==> src/rtl/pipe_pkg.sv <==
`default_nettype none
// +----------------------------------------------------------------------------+
// | pipe_pkg : skid state encoding, per-stage bundle widths, field offsets.   |
// | Revision : 1.0                                                             |
// +----------------------------------------------------------------------------+
package pipe_pkg;

    typedef enum logic [1:0] {
        ST_EMPTY = 2'd0,
        ST_ONE   = 2'd1,
        ST_FULL  = 2'd2
    } skid_state_e;

    localparam int IF_ID_CTRL_W  = 8;
    localparam int IF_ID_DATA_W  = 64;
    localparam int ID_EX_CTRL_W  = 24;
    localparam int ID_EX_DATA_W  = 175;
    localparam int EX_MEM_CTRL_W = 12;
    localparam int EX_MEM_DATA_W = 101;
    localparam int MEM_WB_CTRL_W = 4;
    localparam int MEM_WB_DATA_W = 69;

    // ID/EX control bundle, LSB first; bit 23 is spare
    localparam int IDEX_C_WEN_RF   = 0;
    localparam int IDEX_C_ALU_LSB  = 1;
    localparam int IDEX_C_MEM_LSB  = 5;
    localparam int IDEX_C_F3_LSB   = 7;
    localparam int IDEX_C_WB_LSB   = 10;
    localparam int IDEX_C_BRANCH   = 12;
    localparam int IDEX_C_JUMP     = 13;
    localparam int IDEX_C_PHT_LSB  = 14;
    localparam int IDEX_C_PREDICT  = 22;

    // ID/EX data bundle, LSB first
    localparam int IDEX_D_RS2_LSB    = 0;
    localparam int IDEX_D_RS1_LSB    = 5;
    localparam int IDEX_D_RD_LSB     = 10;
    localparam int IDEX_D_PCNXT_LSB  = 15;
    localparam int IDEX_D_PCCUR_LSB  = 47;
    localparam int IDEX_D_EXT_LSB    = 79;
    localparam int IDEX_D_RDATA2_LSB = 111;
    localparam int IDEX_D_RDATA1_LSB = 143;

    function automatic logic [31:0] sat_inc32(input logic [31:0] v);
        return (v == 32'hFFFF_FFFF) ? v : v + 32'd1;
    endfunction

endpackage
`default_nettype wire

==> src/rtl/pipe_skid_ctrl.sv <==
`default_nettype none
// +----------------------------------------------------------------------------+
// | pipe_skid_ctrl : 2-entry skid state machine, registered ready, load/clear. |
// | Revision : 1.0                                                             |
// +----------------------------------------------------------------------------+
module pipe_skid_ctrl
    import pipe_pkg::*;
(
    input  logic clk,
    input  logic rst_n,
    input  logic flush_i,
    input  logic in_valid_i,
    input  logic out_ready_i,
    output logic in_ready_o,
    output logic out_valid_o,
    output logic load_main_o,
    output logic main_from_skid_o,
    output logic load_skid_o,
    output logic clear_o
);

    skid_state_e state_q, state_d;
    logic        in_ready_q;
    logic        xfer_in;
    logic        xfer_out;

    assign out_valid_o = (state_q != ST_EMPTY);
    assign in_ready_o  = in_ready_q;
    assign xfer_in     = in_valid_i & in_ready_q;
    assign xfer_out    = out_valid_o & out_ready_i;

    always_comb begin
        state_d          = state_q;
        load_main_o      = 1'b0;
        main_from_skid_o = 1'b0;
        load_skid_o      = 1'b0;
        clear_o          = 1'b0;
        if (flush_i) begin
            state_d = ST_EMPTY;
            clear_o = 1'b1;
        end else begin
            case (state_q)
                ST_EMPTY: begin
                    if (xfer_in) begin
                        state_d     = ST_ONE;
                        load_main_o = 1'b1;
                    end
                end
                ST_ONE: begin
                    if (xfer_in && xfer_out) begin
                        load_main_o = 1'b1;
                    end else if (xfer_in) begin
                        state_d     = ST_FULL;
                        load_skid_o = 1'b1;
                    end else if (xfer_out) begin
                        state_d = ST_EMPTY;
                    end
                end
                ST_FULL: begin
                    if (xfer_out) begin
                        state_d          = ST_ONE;
                        load_main_o      = 1'b1;
                        main_from_skid_o = 1'b1;
                    end
                end
                default: state_d = ST_EMPTY;
            endcase
        end
    end

    // ready is a flop decoded from the next state, so out_ready never reaches in_ready
    always_ff @(posedge clk or negedge rst_n) begin
        if (!rst_n) begin
            state_q    <= ST_EMPTY;
            in_ready_q <= 1'b1;
        end else begin
            state_q    <= state_d;
            in_ready_q <= (state_d != ST_FULL);
        end
    end

endmodule
`default_nettype wire

==> src/rtl/pipe_stage_skid.sv <==
`default_nettype none
// +----------------------------------------------------------------------------+
// | pipe_stage_skid : inter-stage register with 2-entry skid and flush.        |
// | Option PIPE_STAGE_PERF_EN adds stall/bubble/flush counters. Revision : 1.0 |
// +----------------------------------------------------------------------------+
module pipe_stage_skid
    import pipe_pkg::*;
#(
    parameter int CTRL_W     = ID_EX_CTRL_W,
    parameter int DATA_W     = ID_EX_DATA_W,
    parameter bit CLEAR_DATA = 1'b1
) (
    input  logic              clk,
    input  logic              rst_n,
    input  logic              flush,
    input  logic              in_valid,
    output logic              in_ready,
    input  logic [CTRL_W-1:0] in_ctrl,
    input  logic [DATA_W-1:0] in_data,
    output logic              out_valid,
    input  logic              out_ready,
    output logic [CTRL_W-1:0] out_ctrl,
    output logic [DATA_W-1:0] out_data
`ifdef PIPE_STAGE_PERF_EN
    ,
    output logic [31:0]       perf_stall_cnt,
    output logic [31:0]       perf_bubble_cnt,
    output logic [31:0]       perf_flush_cnt
`endif
);

    logic              load_main;
    logic              main_from_skid;
    logic              load_skid;
    logic              clear;
    logic [CTRL_W-1:0] main_ctrl_q, skid_ctrl_q;
    logic [DATA_W-1:0] main_data_q, skid_data_q;

    pipe_skid_ctrl u_ctrl (
        .clk              (clk),
        .rst_n            (rst_n),
        .flush_i          (flush),
        .in_valid_i       (in_valid),
        .out_ready_i      (out_ready),
        .in_ready_o       (in_ready),
        .out_valid_o      (out_valid),
        .load_main_o      (load_main),
        .main_from_skid_o (main_from_skid),
        .load_skid_o      (load_skid),
        .clear_o          (clear)
    );

    always_ff @(posedge clk or negedge rst_n) begin
        if (!rst_n) begin
            main_ctrl_q <= '0;
            skid_ctrl_q <= '0;
        end else if (clear) begin
            main_ctrl_q <= '0;
            skid_ctrl_q <= '0;
        end else begin
            if (load_main) main_ctrl_q <= main_from_skid ? skid_ctrl_q : in_ctrl;
            if (load_skid) skid_ctrl_q <= in_ctrl;
        end
    end

    if (CLEAR_DATA) begin : g_clear_data
        always_ff @(posedge clk or negedge rst_n) begin
            if (!rst_n) begin
                main_data_q <= '0;
                skid_data_q <= '0;
            end else if (clear) begin
                main_data_q <= '0;
                skid_data_q <= '0;
            end else begin
                if (load_main) main_data_q <= main_from_skid ? skid_data_q : in_data;
                if (load_skid) skid_data_q <= in_data;
            end
        end
    end else begin : g_keep_data
        // flush leaves stale data in place; the zeroed ctrl already marks it dead
        always_ff @(posedge clk or negedge rst_n) begin
            if (!rst_n) begin
                main_data_q <= '0;
                skid_data_q <= '0;
            end else begin
                if (load_main) main_data_q <= main_from_skid ? skid_data_q : in_data;
                if (load_skid) skid_data_q <= in_data;
            end
        end
    end

    assign out_ctrl = out_valid ? main_ctrl_q : '0;
    assign out_data = main_data_q;

`ifdef PIPE_STAGE_PERF_EN
    logic [31:0] stall_cnt_q, bubble_cnt_q, flush_cnt_q;

    always_ff @(posedge clk or negedge rst_n) begin
        if (!rst_n) begin
            stall_cnt_q  <= '0;
            bubble_cnt_q <= '0;
            flush_cnt_q  <= '0;
        end else begin
            if (out_valid && !out_ready) stall_cnt_q  <= sat_inc32(stall_cnt_q);
            if (!out_valid)              bubble_cnt_q <= sat_inc32(bubble_cnt_q);
            if (flush && out_valid)      flush_cnt_q  <= sat_inc32(flush_cnt_q);
        end
    end

    assign perf_stall_cnt  = stall_cnt_q;
    assign perf_bubble_cnt = bubble_cnt_q;
    assign perf_flush_cnt  = flush_cnt_q;
`endif

endmodule
`default_nettype wire

==> config.mk <==
export PLATFORM = sky130hd
export DESIGN_NAME = pipe_stage_skid
export DESIGN_NICKNAME = d
export VERILOG_FILES = /design/src/rtl/pipe_pkg.sv /design/src/rtl/pipe_skid_ctrl.sv /design/src/rtl/pipe_stage_skid.sv
export SDC_FILE = /design/constraint.sdc
export NUM_CORES = 1
export LEC_CHECK = 0
export CAP_MARGIN = 20
export CORE_MARGIN = 4
export CORE_UTILIZATION = 45
export DETAILED_ROUTE_END_ITERATION = 10
export GPL_ROUTABILITY_DRIVEN = 0
export GPL_TIMING_DRIVEN = 1
export PLACE_DENSITY = 0.78
export SKIP_CTS_REPAIR_TIMING = 1
export SYNTH_ARGS = -nofsm -noshare
export SYNTH_HDL_FRONTEND = slang
export SYNTH_HIERARCHICAL = 1
export SYNTH_SLANG_ARGS = --single-unit
==> constraint.sdc <==
create_clock -name clk -period 2.4 [get_ports clk]
set_input_delay 0.48 -clock clk [delete_from_list [all_inputs] [get_ports clk]]
set_output_delay 0.48 -clock clk [all_outputs]
set_load 0.01 [all_outputs]
======== Yosys cells after proc, flatten, opt, wreduce, memory -nomap -nowiden ========
Cells that the tools add are included.
word-level totals
  register bits after elaboration ......... 401
  word-level logic and storage cells ...... 45
operators by class
  bitwise gates (word level) .............. 2
  reduce and logical (&&, ||, !) cells .... 5
  muxes and demuxes ....................... 29
  equality and inequality tests ........... 3
operator list
  cell                                           number
  two-way mux 175 bit                            5
  two-way mux 24 bit                             6
  two-way mux 2 bit                              6
  two-way mux 1 bit                              10
  case mux 2 bit (3 select lines)                1
  nonzero test 2 bit                             3
  case mux 1 bit (3 select lines)                1
  AND 1 bit                                      2
  == test 2 x 1 -> 1 bit, second input constant  1
  == test 2 bit, second input constant           1
  logical NOT 2 bit                              1
  inequality test 2 bit, second input constant   1
  logical AND 1 bit                              1

======== Depth between registers and ports, before layout ========
  depth after elaboration ................. 8
  mapped depth ............................ 8

======== By module ========
Netlist, hierarchy kept.
modules (own cells, without submodules)
  module           times used  area an instance (µm²)  cells an instance
  pipe_stage_skid  1           17,797.1                1,551
  pipe_skid_ctrl   1           200.2                   22

======== Least setup slack after synthesis ========
OpenSTA, ideal clock, no wires.
  kind .................................... register to register
  from .................................... register u_ctrl.in_ready_q (netlist: u_ctrl/in_ready_o)
  to ...................................... register main_ctrl_q[0]
  stages on the path, launching flop included .. 8
  library setup time ...................... 0.142 ns
  clock period less this slack ............ 2.016 ns
  buffers on the path ..................... 3
  data arrival time ....................... 1.874 ns
  slack ................................... 0.384 ns
  data required time ...................... 2.258 ns
  cells stage by stage .................... dfstp_2 > nand2_1 > or3_1 > a21oi_1 > buf_2 > buf_2 > buf_1 > a211oi_1
on the way
  cells in the longest elaborated chain, start to end .. 6
ends and longest elaborated chain
  element                            line                   text
  start: declaration                 pipe_skid_ctrl.sv:23   logic in_ready_q;
  start signal: assignment           pipe_skid_ctrl.sv:78   in_ready_q <= (state_d != ST_FULL);
  AND 1 bit *                        pipe_skid_ctrl.sv:29   assign xfer_in = in_valid_i & in_ready_q;
  logical AND 1 bit                  pipe_skid_ctrl.sv:50   if (xfer_in && xfer_out) begin
  two-way mux 1 bit                  pipe_skid_ctrl.sv:50
  case mux 1 bit (3 select lines) *  pipe_skid_ctrl.sv:42   case (state_q)
  two-way mux 1 bit *                pipe_skid_ctrl.sv:38   if (flush_i) begin
  named net load_main                pipe_stage_skid.sv:32  logic load_main;
  nonzero test 2 bit (no line) *     n/a
  end signal: assignment             pipe_stage_skid.sv:61  if (load_main) main_ctrl_q <= main_from_skid ? skid_ctrl_q : in_ctrl;
  end: declaration                   pipe_stage_skid.sv:36  logic [CTRL_W-1:0] main_ctrl_q, skid_ctrl_q;
The timed path passes the listed nets; every way through them passes the cells marked *.
A chain may end at the register's enable or synchronous reset.

======== Worst setup path after layout ========
  from .................................... register u_ctrl.state_q[1]
  to ...................................... output port out_ctrl[19]
on the way
  cells in the longest elaborated chain, start to end .. 2
ends and longest elaborated chain
  element                   line                   text
  start: declaration        pipe_skid_ctrl.sv:22   skid_state_e state_q, state_d;
  start signal: assignment  pipe_skid_ctrl.sv:77   state_q <= state_d;
  nonzero test 2 bit        pipe_skid_ctrl.sv:27   assign out_valid_o = (state_q != ST_EMPTY);
  two-way mux 24 bit        pipe_stage_skid.sv:92  assign out_ctrl = out_valid ? main_ctrl_q : '0;
  end: declaration          pipe_stage_skid.sv:22  output logic [CTRL_W-1:0] out_ctrl,
No other way between the ends.

==> impl_metrics.tcl <==
set metrics [dict create \
    dr.pass1.iters 5 \
    vias 13600 \
    grt_start_max_net_pins 221 \
    route.detailed.drc 0 \
    die_x_um 208 \
    rr_worst_depth 7 \
    synth_edf_count 0 \
    rsz0062_at_grt "yes" \
    maxCapViolations 0 \
    final_cell_mix "nor2_1 (399), mux2i_1 (398), dfrtp_1 (398)" \
    die_y_um 208 \
    synth_cells 1573 \
    clock_power_share_pct 41.3 \
    io_pins 405 \
    rr_startpoint "u_ctrl/in_ready_o" \
    fin_area_mm2 0.0246 \
    synthFlopType "dfrtp_1" \
    switching_share_pct 24.5 \
    ant_nets 0 \
    synth_area_mm2 0.0180 \
    dp_hpwl_mm 33.4 \
    cts_sinks 401 \
    clock-skew-final_ns 0.0210 \
    cp_max_fo 6 \
    initial_core_util_pct 46.0 \
    vias_per_cell 5.36 \
    antenna_found_initial 2 \
    cp.required_ns 1.92 \
    period_share_pct 101 \
    drive_gt1_share_pct 8.44 \
    synthDistinctLibCells 26 \
    max_freq_mhz 411 \
    p_switching_w 0.00396 \
    vdd_ir_drop_max_v 0.000623 \
    cts_root_buffer "clkbuf_16" \
    worst_pin_slew_ns 1.06 \
    grt-ovfl-total 0 \
    drt_iter0_drc 690 \
    numPortBuffers 404 \
    final_nets 2185 \
    clock_latency_ns 0.55 \
    synthArstFlopShare_pct 100 \
    relSlewSlack_pct 29.1 \
    leakagePower_nw 10.2 \
    placed_area_mm2 0.0231 \
    p_seq_share_pct 44.9 \
    violations "setup timing" \
    syn_area_per_cell_um2 11.4 \
    power_density_mw_per_mm2 657 \
    cts_buffers 43 \
    cts_max_level 2 \
    drt_wl_total_mm 48.7 \
    start_kind "flip-flop" \
    reg2reg_slack_ns 0.17 \
    seq_area_frac_synth_pct 55.8 \
    arrival_ns 1.95 \
    post-place-ws_ns -0.574 \
    path_class "flip-flop to output pin" \
    outcome "complete, but fails checks" \
    rows 72 \
    syn_nets 1777 \
    synthToLayoutAreaGrowth_pct 36.9 \
    grt_pass1_wl_mm 78.0 \
    worst_slack_ns -0.0313 \
    fillCellCount 3024 \
    grt_usage_pct 21.7 \
    yosysWarnings 6 \
    final_common_cell "nor2_1" \
    first_global_vias 14400 \
    cts.path.max_buffers 3 \
    clk_pin_slew_worst_paths_ns 0.06 \
    combPwrFrac_pct 13.9 \
    finalCriticalPeriod_ns 2.43 \
    setup_violations 1 \
    dieArea_mm2 0.0433 \
    core_mm2 0.0391 \
    p_int_w 0.0122 \
    ys_ff_latch 401 \
    hold_path_class "input port to async pin" \
    finalMaxSlewViolations 0 \
    cts_tree "yes" \
    hold_viol 0 \
    reg2reg_to "skid_data_q[35]" \
    wl_per_cell_um 19.2 \
    end_kind "output pin" \
]
## Yosys cell counts (2+ instances only)
cell      instances  share of area (%)
buf_1             7               0.15
inv_1             2              0.042
clkbuf_1         64                1.3
buf_2            29               0.81
mux2i_1         398                 22
and2_1           24               0.83
buf_6            13               0.81
dfrtp_1         400                 56
buf_4            22               0.92
nor2_1          399                8.3
a211oi_1        200                8.3
## power groups by stage
stage	Clock, W	Combinational [W]	Sequential, W
2_1_floorplan	0	0.000790	0.00743
3_3_place_gp	0	0.00219	0.00736
3_5_place_dp	0	0.00225	0.00737
4_1_cts	0.00684	0.00226	0.00725
5_1_grt	0.00712	0.00244	0.00728
6_report	0.00667	0.00225	0.00726
## worst max path at each step
stage | cells past startpoint | to | startpoint
after CTS | 3 | out_ctrl[16] | u_ctrl/state_q[0]
after global routing | 3 | out_ctrl[19] | u_ctrl/state_q[1]
after global placement | 8 | skid_data_q[29] | in_valid
final | 3 | out_ctrl[19] | u_ctrl/state_q[1]
after floorplan | 7 | main_ctrl_q[0] | u_ctrl/in_ready_o
after detailed placement | 8 | skid_data_q[35] | in_valid
## metrics by stage
stage / hold slack [ns] / util [%] / TNS, ns / std cells / total power (W)
final: 0.446 / 63.0 / -0.0313 / 2534 / 0.0162
after global routing: 0.465 / 63.0 / -0.0877 / 2534 / 0.0168
after CTS: -0.174 / 62.7 / -32.12 / 2527 / 0.0163
after detailed placement: 0.423 / 59.1 / -109.56 / 2449 / 0.00962
after global placement: 0.423 / 59.1 / -92.36 / 2449 / 0.00956
after floorplan: 0.184 / - / 0 / 1573 / 0.00822
## area by class of cell
type / instances / area [µm²] / area share, %
Multi-Input combinational cell: 1037 / 7280 / 29.6
Clock inverter: 14 / 148 / 0.599
Tap cell: 518 / 648 / 2.63
Antenna cell: 2 / 5.00 / 0.0203
Timing Repair Buffer: 496 / 5230 / 21.2
Sequential cell: 401 / 10000 / 40.7
Inverter: 2 / 7.51 / 0.0305
Clock buffer: 64 / 1280 / 5.19
## logic make-up after synthesis
kind of cell,count (synthesis),synth area share (%)
buffers and inverters,137,4.06
AO/OA/AOI/OAI,203,8.45
multiplexers,398,22.1
flip-flops,401,55.8
AND/OR/NAND/NOR,434,9.59
## state kept, by name, indices dropped and copies added, names as in the netlist
signal / count
u_ctrl/state_q: 2
out_data: 175
main_ctrl_q: 24
skid_ctrl_q: 24
skid_data_q: 175
u_ctrl/in_ready_o: 1
## layer usage
layer | part of all wire (%) | wire length (µm) | GRT usage (%) | up-vias
met3 | 4.3 | 2120 | 3.49 | 98
met5 | 0 | 0 | 0 | -
li1 | - | - | - | 6333
met4 | 3.5 | 1700 | 8.20 | 0
met1 | 42 | 20500 | 27.9 | 6812
met2 | 50 | 24400 | 37.3 | 350
## worst max-delay path, stage by stage, from the launching register on
cell and delay (ns):
dfrtp_2 0.44, or2_4 0.31, and2_1 0.17, clkdlybuf4s50_1 0.48
No activity file was read; power rests on OpenSTA's default activity.
